===== src/rtl/con_pkg.sv =====
// Shared definitions for the condition/predicate unit: condition codes and FSM states.
package con_pkg;

  localparam logic [2:0] COND_ZERO   = 3'b000;
  localparam logic [2:0] COND_NZERO  = 3'b001;
  localparam logic [2:0] COND_NNEG   = 3'b010;
  localparam logic [2:0] COND_NEG    = 3'b011;
  localparam logic [2:0] COND_GT0    = 3'b100;
  localparam logic [2:0] COND_LE0    = 3'b101;
  localparam logic [2:0] COND_ALWAYS = 3'b110;
  localparam logic [2:0] COND_NEVER  = 3'b111;

  typedef enum logic {
    IDLE = 1'b0,
    HOLD = 1'b1
  } state_t;

endpackage


===== src/rtl/con_if.sv =====
// Bus-side signal bundle of con_unit: operand, condition select, predicate selects and outcome handshake.
interface con_if #(
  parameter int BITS  = 32,
  parameter int NPRED = 4,
  parameter int CNT_W = 16
);
  localparam int PW = $clog2(NPRED);

  logic [BITS-1:0]  bus;
  logic [2:0]       IR_C2;
  logic [PW-1:0]    pred_sel;
  logic [PW-1:0]    rd_sel;
  logic             CON_enable;
  logic             flush;
  logic             taken_ready;
  logic             taken_valid;
  logic             taken;
  logic             con_busy;
  logic             Q;
  logic [CNT_W-1:0] taken_count;

  modport master (
    output bus, IR_C2, pred_sel, rd_sel, CON_enable, flush, taken_ready,
    input  taken_valid, taken, con_busy, Q, taken_count
  );

  modport slave (
    input  bus, IR_C2, pred_sel, rd_sel, CON_enable, flush, taken_ready,
    output taken_valid, taken, con_busy, Q, taken_count
  );
endinterface


===== src/rtl/con_eval.sv =====
// Combinational branch-condition evaluator: operand sign/zero tests selected by a 3-bit code.
module con_eval
  import con_pkg::*;
#(
  parameter int BITS = 32
) (
  input  logic [BITS-1:0] bus,
  input  logic [2:0]      IR_C2,
  output logic            C
);
  logic zero;
  logic neg;

  assign zero = (bus == '0);
  assign neg  = bus[BITS-1];

  always_comb begin
    C = 1'b0;
    unique case (IR_C2)
      COND_ZERO:   C = zero;
      COND_NZERO:  C = ~zero;
      COND_NNEG:   C = ~neg;
      COND_NEG:    C = neg;
      COND_GT0:    C = ~zero & ~neg;
      COND_LE0:    C = zero | neg;
      COND_ALWAYS: C = 1'b1;
      COND_NEVER:  C = 1'b0;
      default:     C = 1'b0;
    endcase
  end
endmodule


===== src/rtl/con_unit.sv =====
// Predicate register file with a valid/ready branch-outcome port and saturating taken counter.
module con_unit
  import con_pkg::*;
#(
  parameter int BITS  = 32,
  parameter int NPRED = 4,
  parameter int CNT_W = 16
) (
  input logic clock,
  input logic reset,
  con_if.slave cif
);
  state_t           state_q, state_d;
  logic             taken_q, taken_d;
  logic [NPRED-1:0] pred_q, pred_d;
  logic [CNT_W-1:0] cnt_q, cnt_d;
  logic             c;
  logic             accept;
  logic             count_inc;

  con_eval #(.BITS(BITS)) u_eval (
    .bus   (cif.bus),
    .IR_C2 (cif.IR_C2),
    .C     (c)
  );

  // A new request may replace the pending outcome in the same cycle it is consumed.
  assign accept    = cif.CON_enable & ~cif.flush & ((state_q == IDLE) | cif.taken_ready);
  assign count_inc = (state_q == HOLD) & cif.taken_ready & taken_q & ~cif.flush;

  always_comb begin
    state_d = state_q;
    taken_d = taken_q;
    pred_d  = pred_q;
    cnt_d   = cnt_q;

    if (count_inc && (cnt_q != '1)) cnt_d = cnt_q + 1'b1;

    if (cif.flush) begin
      state_d = IDLE;
    end else if (accept) begin
      state_d              = HOLD;
      taken_d              = c;
      pred_d[cif.pred_sel] = c;
    end else if ((state_q == HOLD) && cif.taken_ready) begin
      state_d = IDLE;
    end
  end

  always_ff @(posedge clock) begin
    if (reset) begin
      state_q <= IDLE;
      taken_q <= 1'b0;
      pred_q  <= '0;
      cnt_q   <= '0;
    end else begin
      state_q <= state_d;
      taken_q <= taken_d;
      pred_q  <= pred_d;
      cnt_q   <= cnt_d;
    end
  end

  assign cif.taken_valid = (state_q == HOLD);
  assign cif.taken       = taken_q;
  assign cif.con_busy    = (state_q == HOLD) & ~cif.taken_ready;
  assign cif.Q           = pred_q[cif.rd_sel];
  assign cif.taken_count = cnt_q;
endmodule


===== src/flat_wrapper.sv =====
// flat-port wrapper written by rule: the top's interface ports become plain ports
module con_unit_flat import con_pkg::*;
#(
  parameter int BITS  = 32,
  parameter int NPRED = 4,
  parameter int CNT_W = 16
)
  (clock, reset, cif_bus, cif_IR_C2, cif_pred_sel, cif_rd_sel, cif_CON_enable, cif_flush, cif_taken_ready, cif_taken_valid, cif_taken, cif_con_busy, cif_Q, cif_taken_count);
  con_if #(.BITS(BITS), .NPRED(NPRED), .CNT_W(CNT_W)) cif_i ();
  input logic clock;
  input logic reset;
  input wire logic [$bits(cif_i.bus)-1:0] cif_bus;
  input wire logic [$bits(cif_i.IR_C2)-1:0] cif_IR_C2;
  input wire logic [$bits(cif_i.pred_sel)-1:0] cif_pred_sel;
  input wire logic [$bits(cif_i.rd_sel)-1:0] cif_rd_sel;
  input wire logic [$bits(cif_i.CON_enable)-1:0] cif_CON_enable;
  input wire logic [$bits(cif_i.flush)-1:0] cif_flush;
  input wire logic [$bits(cif_i.taken_ready)-1:0] cif_taken_ready;
  output wire logic [$bits(cif_i.taken_valid)-1:0] cif_taken_valid;
  output wire logic [$bits(cif_i.taken)-1:0] cif_taken;
  output wire logic [$bits(cif_i.con_busy)-1:0] cif_con_busy;
  output wire logic [$bits(cif_i.Q)-1:0] cif_Q;
  output wire logic [$bits(cif_i.taken_count)-1:0] cif_taken_count;
  assign cif_i.bus = cif_bus;
  assign cif_i.IR_C2 = cif_IR_C2;
  assign cif_i.pred_sel = cif_pred_sel;
  assign cif_i.rd_sel = cif_rd_sel;
  assign cif_i.CON_enable = cif_CON_enable;
  assign cif_i.flush = cif_flush;
  assign cif_i.taken_ready = cif_taken_ready;
  assign cif_taken_valid = cif_i.taken_valid;
  assign cif_taken = cif_i.taken;
  assign cif_con_busy = cif_i.con_busy;
  assign cif_Q = cif_i.Q;
  assign cif_taken_count = cif_i.taken_count;
  con_unit #(.BITS(BITS), .NPRED(NPRED), .CNT_W(CNT_W)) u_core (.clock(clock), .reset(reset), .cif(cif_i));
endmodule

===== config.mk =====
export PLATFORM = sky130hd
export DESIGN_NAME = con_unit_flat
export DESIGN_NICKNAME = d
export VERILOG_FILES = /design/src/rtl/con_pkg.sv /design/src/rtl/con_if.sv /design/src/rtl/con_eval.sv /design/src/rtl/con_unit.sv /design/src/flat_wrapper.sv
export SDC_FILE = /design/constraint.sdc
export NUM_CORES = 1
export LEC_CHECK = 0
export CORE_ASPECT_RATIO = 0.7
export CORE_MARGIN = 3
export CORE_UTILIZATION = 40
export CTS_BUF_LIST = sky130_fd_sc_hd__clkbuf_16
export DETAILED_ROUTE_END_ITERATION = 8
export PLACE_DENSITY = 0.8
export RECOVER_POWER = 100
export SLEW_MARGIN = 40
export SYNTH_ARGS = -nofsm -noshare
export SYNTH_HDL_FRONTEND = slang
export SYNTH_HIERARCHICAL = 1
export SYNTH_SLANG_ARGS = --single-unit

===== constraint.sdc =====
create_clock -name clock -period 2.7 [get_ports clock]
set_input_delay 0.54 -clock clock [delete_from_list [all_inputs] [get_ports clock]]
set_output_delay 0.54 -clock clock [all_outputs]
set_load 0.01 [all_outputs]

==> summary by stage <==
Timing
The number of pins with negative max-slew slack in the final report is 0. Setup repair after global routing left no endpoint under its margin. The setup TNS is 0 ns. The number of hold-slack violations in the final timing report is 0. For the pin with the worst max-slew slack, the measured transition is approximately 0.70 ns. The minimum clock period after layout is 2.55 ns. The maximum operating frequency is about 0.39 GHz. The worst clock skew is 0.00213 ns. The remaining max-slew budget at the tightest pin is 52.7%.

Setup violations remaining at the end of the flow were counted as 0. The setup slack after layout is approximately 0.15 ns. The final period utilization is 94.3%.

Setup path
The maximum single-stage delay on the critical path is 0.50 ns. The critical path crosses 3 cells after its start point. STA puts the critical path data arrival time at 2.01 ns.

Walking the worst path, the cells encountered are clkdlybuf4s50_1, mux4_2, clkdlybuf4s50_1. The critical path in this run is classified as in -> out. The library cell appearing most often on the critical path is clkdlybuf4s50_1. Together, buffers and inverters on the worst path number 2. The kind of launch point of the worst setup path is an input port. On the critical path the largest part of the delay comes from buffers and inverters. The cell count of the worst reg-to-reg path is 5. The cell type of the slowest stage on the worst timing path is clkdlybuf4s50_1.

The required time of the critical path is 2.16 ns. The maximum net fanout on the critical path is 1. STA classifies the critical path endpoint as a primary output.

Placed design
Port buffering added 63 buffers. The placed instance count is 244. The final HPWL from detailed placement is 3060 µm. The weighted congestion at the end of routability-driven global placement is 0.808. The post-place setup slack is 0.0738 ns.

Synthesis
The number of synthesized register bits is 22. Of all flip-flops after synthesis, the portion carrying an async set or reset was 0%. The number of distinct library cell variants in the gate-level netlist after synthesis is 42. The post-synth net total is 191. After synthesis, the mean cell area works out to just under 9 µm². The number of synthesis warnings is 6.

Of the synthesized area, sequential elements account for 34.4%. The cell area after synthesis is 0.00128 mm². In this run, synthesis inferred 0 flip-flops with an integrated enable. The number of standard cells after synthesis is 146.

In the synthesized netlist the dominant register cell turns out to be dfxtp_1.

Route
In this run the remaining antenna-violating nets after routing total 0. The final layout contains routed wiring with a total length of 3810 µm. In the final routed layout, each cell accounts on average for 15.3 µm. The number of DRC markers in iteration 0 is 55.

The post-detailed-route DRC marker count is 0. The first detailed-routing pass ran for 4 iterations. The routed via count divided by cell count is roughly 5.7. The number of vias after detailed routing is 1418.

Finish
The most common cell after layout, fill and taps aside is clkdlybuf4s50_1. In the final layout, the multi-input gates occupy 800 µm². The count of cells in the finished layout, fillers not included, comes to 249. The repair_antennas step left the layout with diodes totalling 0. The share of layout cells above drive strength 1 is under 10%. The number of filler instances in the final layout is 235. The library cells used most frequently in the layout, excluding fill and tap cells, are clkdlybuf4s50_1, dlygate4sd3_1, dfxtp_1. The area taken by flip-flops and latches is 440 µm². Relative to the synthesized area, the layout overhead comes to 60.1%. The number of nets in the finished design is 259.

Global routing
The total congestion overflow is 0. The total routing resource utilization after global routing is 20.4%. The global-route layer with the greatest usage is met2. The global-route met1 utilization is 24.6%.

In the global route stage, met3 resource usage came out at 5.31%. Entering global routing, the biggest net connects 20 pins. The number of global-route vias before repair was 1371. The first-pass GRT wire length is 6130 µm. The met2 demand-to-capacity share in global routing is 36.3%.

The initial antenna violation count came to 0.

CTS
The later pin in the worst-skew pair is clocked with a latency of approximately 0.25 ns. After clock tree synthesis, the setup repair step added 0 buffers. Once the clock tree was built, the resizer swapped 0 gates to a different size.

In this run, CTS created clock tree buffers numbering 3. TritonCTS built the clock tree. The clock-pin slew on the worst setup and hold paths is 0.06 ns.

The tree is rooted in a clkbuf_16. The tree built by TritonCTS fans out to 22 sinks. The H-tree depth is 1. In this run, post-CTS hold repair placed 0 buffers.

The maximum number of buffers from clock root to sink is 2.

Power and ir drop
The peak ir drop on the vdd network is roughly 0.47 mV. The power density normalized to cell area is between 400 and 500 mW/mm². The static leakage is approximately 0.77 nW.

Floorplanning
The floorplan step set the die height to 53.4 µm. The initial core utilization is a little over two fifths. The placeable core area is about 0.0029 mm². In this run the core area contains 16 standard-cell rows. The die covers 0.00393 mm². The die outline width is 73.6 µm.

For this design the top-level I/O count stands at 64.

Run
The number of max-capacitance violations reported is 0.

Worst hold path
The instance count along the most critical hold path is 2. The tightest min-delay check is of the reg -> reg type.

Run status
The flow ran to the end, and the final reports show no timing, DRC or antenna violations.
## logic make-up after synthesis
| group | share of synthesized area (%) |
|---|---|
| AO/OA/AOI/OAI | 14.7 |
| XOR/XNOR | 0.684 |
| adder cells (fa/ha/maj) | 0.976 |
| buffers and inverters | 2.54 |
| flip-flops | 34.4 |
| multiplexers | 6.64 |
| AND/OR/NAND/NOR | 40.0 |
## state kept, by name (all words and copies together) (netlist names)
name and count:
u_core/cif.taken 1, u_core/cif.taken_count 16, u_core/pred_q 4, u_core/cif.taken_valid 1
## tightest hold or removal path, delay by kind of cell, from the launching register on
kind,cells,cell delay [ns]
DFF,1,0.34
AOI/OAI and AO/OA,2,0.13
## per-stage QoR
stage | cell area [µm²] | utilization (%) | hold slack (ns) | total power, W
final | 2050 | 70.2 | 0.519 | 0.000850
after global routing | 2050 | 70.2 | 0.547 | 0.000877
after CTS | 2060 | 70.3 | 0.521 | 0.000858
after detailed placement | 1950 | 66.7 | 0.509 | 0.000448
after global placement | 1950 | 66.7 | 0.478 | 0.000444
after floorplan | 1280 | - | 0.455 | 0.000365
## layer usage
metal / routed length [µm] / part of all wire (%) / vias to the layer above
met3: 166 / 4.4 / 6
met2: 1900 / 50 / 31
met4: 48 / 1.3 / 0
met5: 0 / 0 / -
met1: 1700 / 45 / 667
li1: - / - / 714
## worst paths after layout
kind | from | end | slack [ns]
setup / recovery | cif_rd_sel[0] | cif_Q | 0.15
hold / removal | u_core/cif.taken_count[14] | u_core/cif.taken_count[14] | 0.52
setup reg to reg | u_core/cif.taken_count[4] | u_core/cif.taken_count[2] | 0.46
hold reg to reg | u_core/cif.taken_count[14] | u_core/cif.taken_count[14] | 0.52
## power breakdown
group	total, W	switching (W)	internal, W
combinational	0.000110	0.0000366	0.0000729
sequential	0.000331	0.00000301	0.000328
clock	0.000409	0.000115	0.000294
total	0.000850	0.000155	0.000695
## Yosys cell counts (2+ instances only)
| cell type | number | area share (%) |
|---|---|---|
| and3_1 | 3 | 1.5 |
| nor3b_1 | 2 | 1.2 |
| nand2_1 | 11 | 3.2 |
| nor4_1 | 8 | 3.9 |
| dfxtp_1 | 22 | 34 |
| a21oi_1 | 15 | 5.9 |
| o31ai_1 | 6 | 3.5 |
| or2_2 | 3 | 1.5 |
| nor2b_1 | 3 | 1.5 |
| nand3b_1 | 2 | 1.2 |
| mux2_2 | 2 | 1.8 |
| nor4_2 | 2 | 2.0 |
| nand3_1 | 4 | 1.6 |
| nand4b_1 | 3 | 2.1 |
| nor2_1 | 11 | 3.2 |
| or4_1 | 6 | 3.5 |
| o21ai_0 | 5 | 2.0 |
| or3_1 | 4 | 2.0 |
| nand4_1 | 8 | 3.9 |
| mux2i_1 | 4 | 3.1 |
## area by class of cell
class                   count  share of cell area [%]
flip-flops and latches     22                    21.5
multi-input cells         119                    39.0
clock buffers               3                    3.66
clock inverters             1                    1.46
repair buffers             67                    32.0
well taps                  36                    2.20
inverters                   1                   0.183
Note: power is estimated with default switching activity, not from simulation.
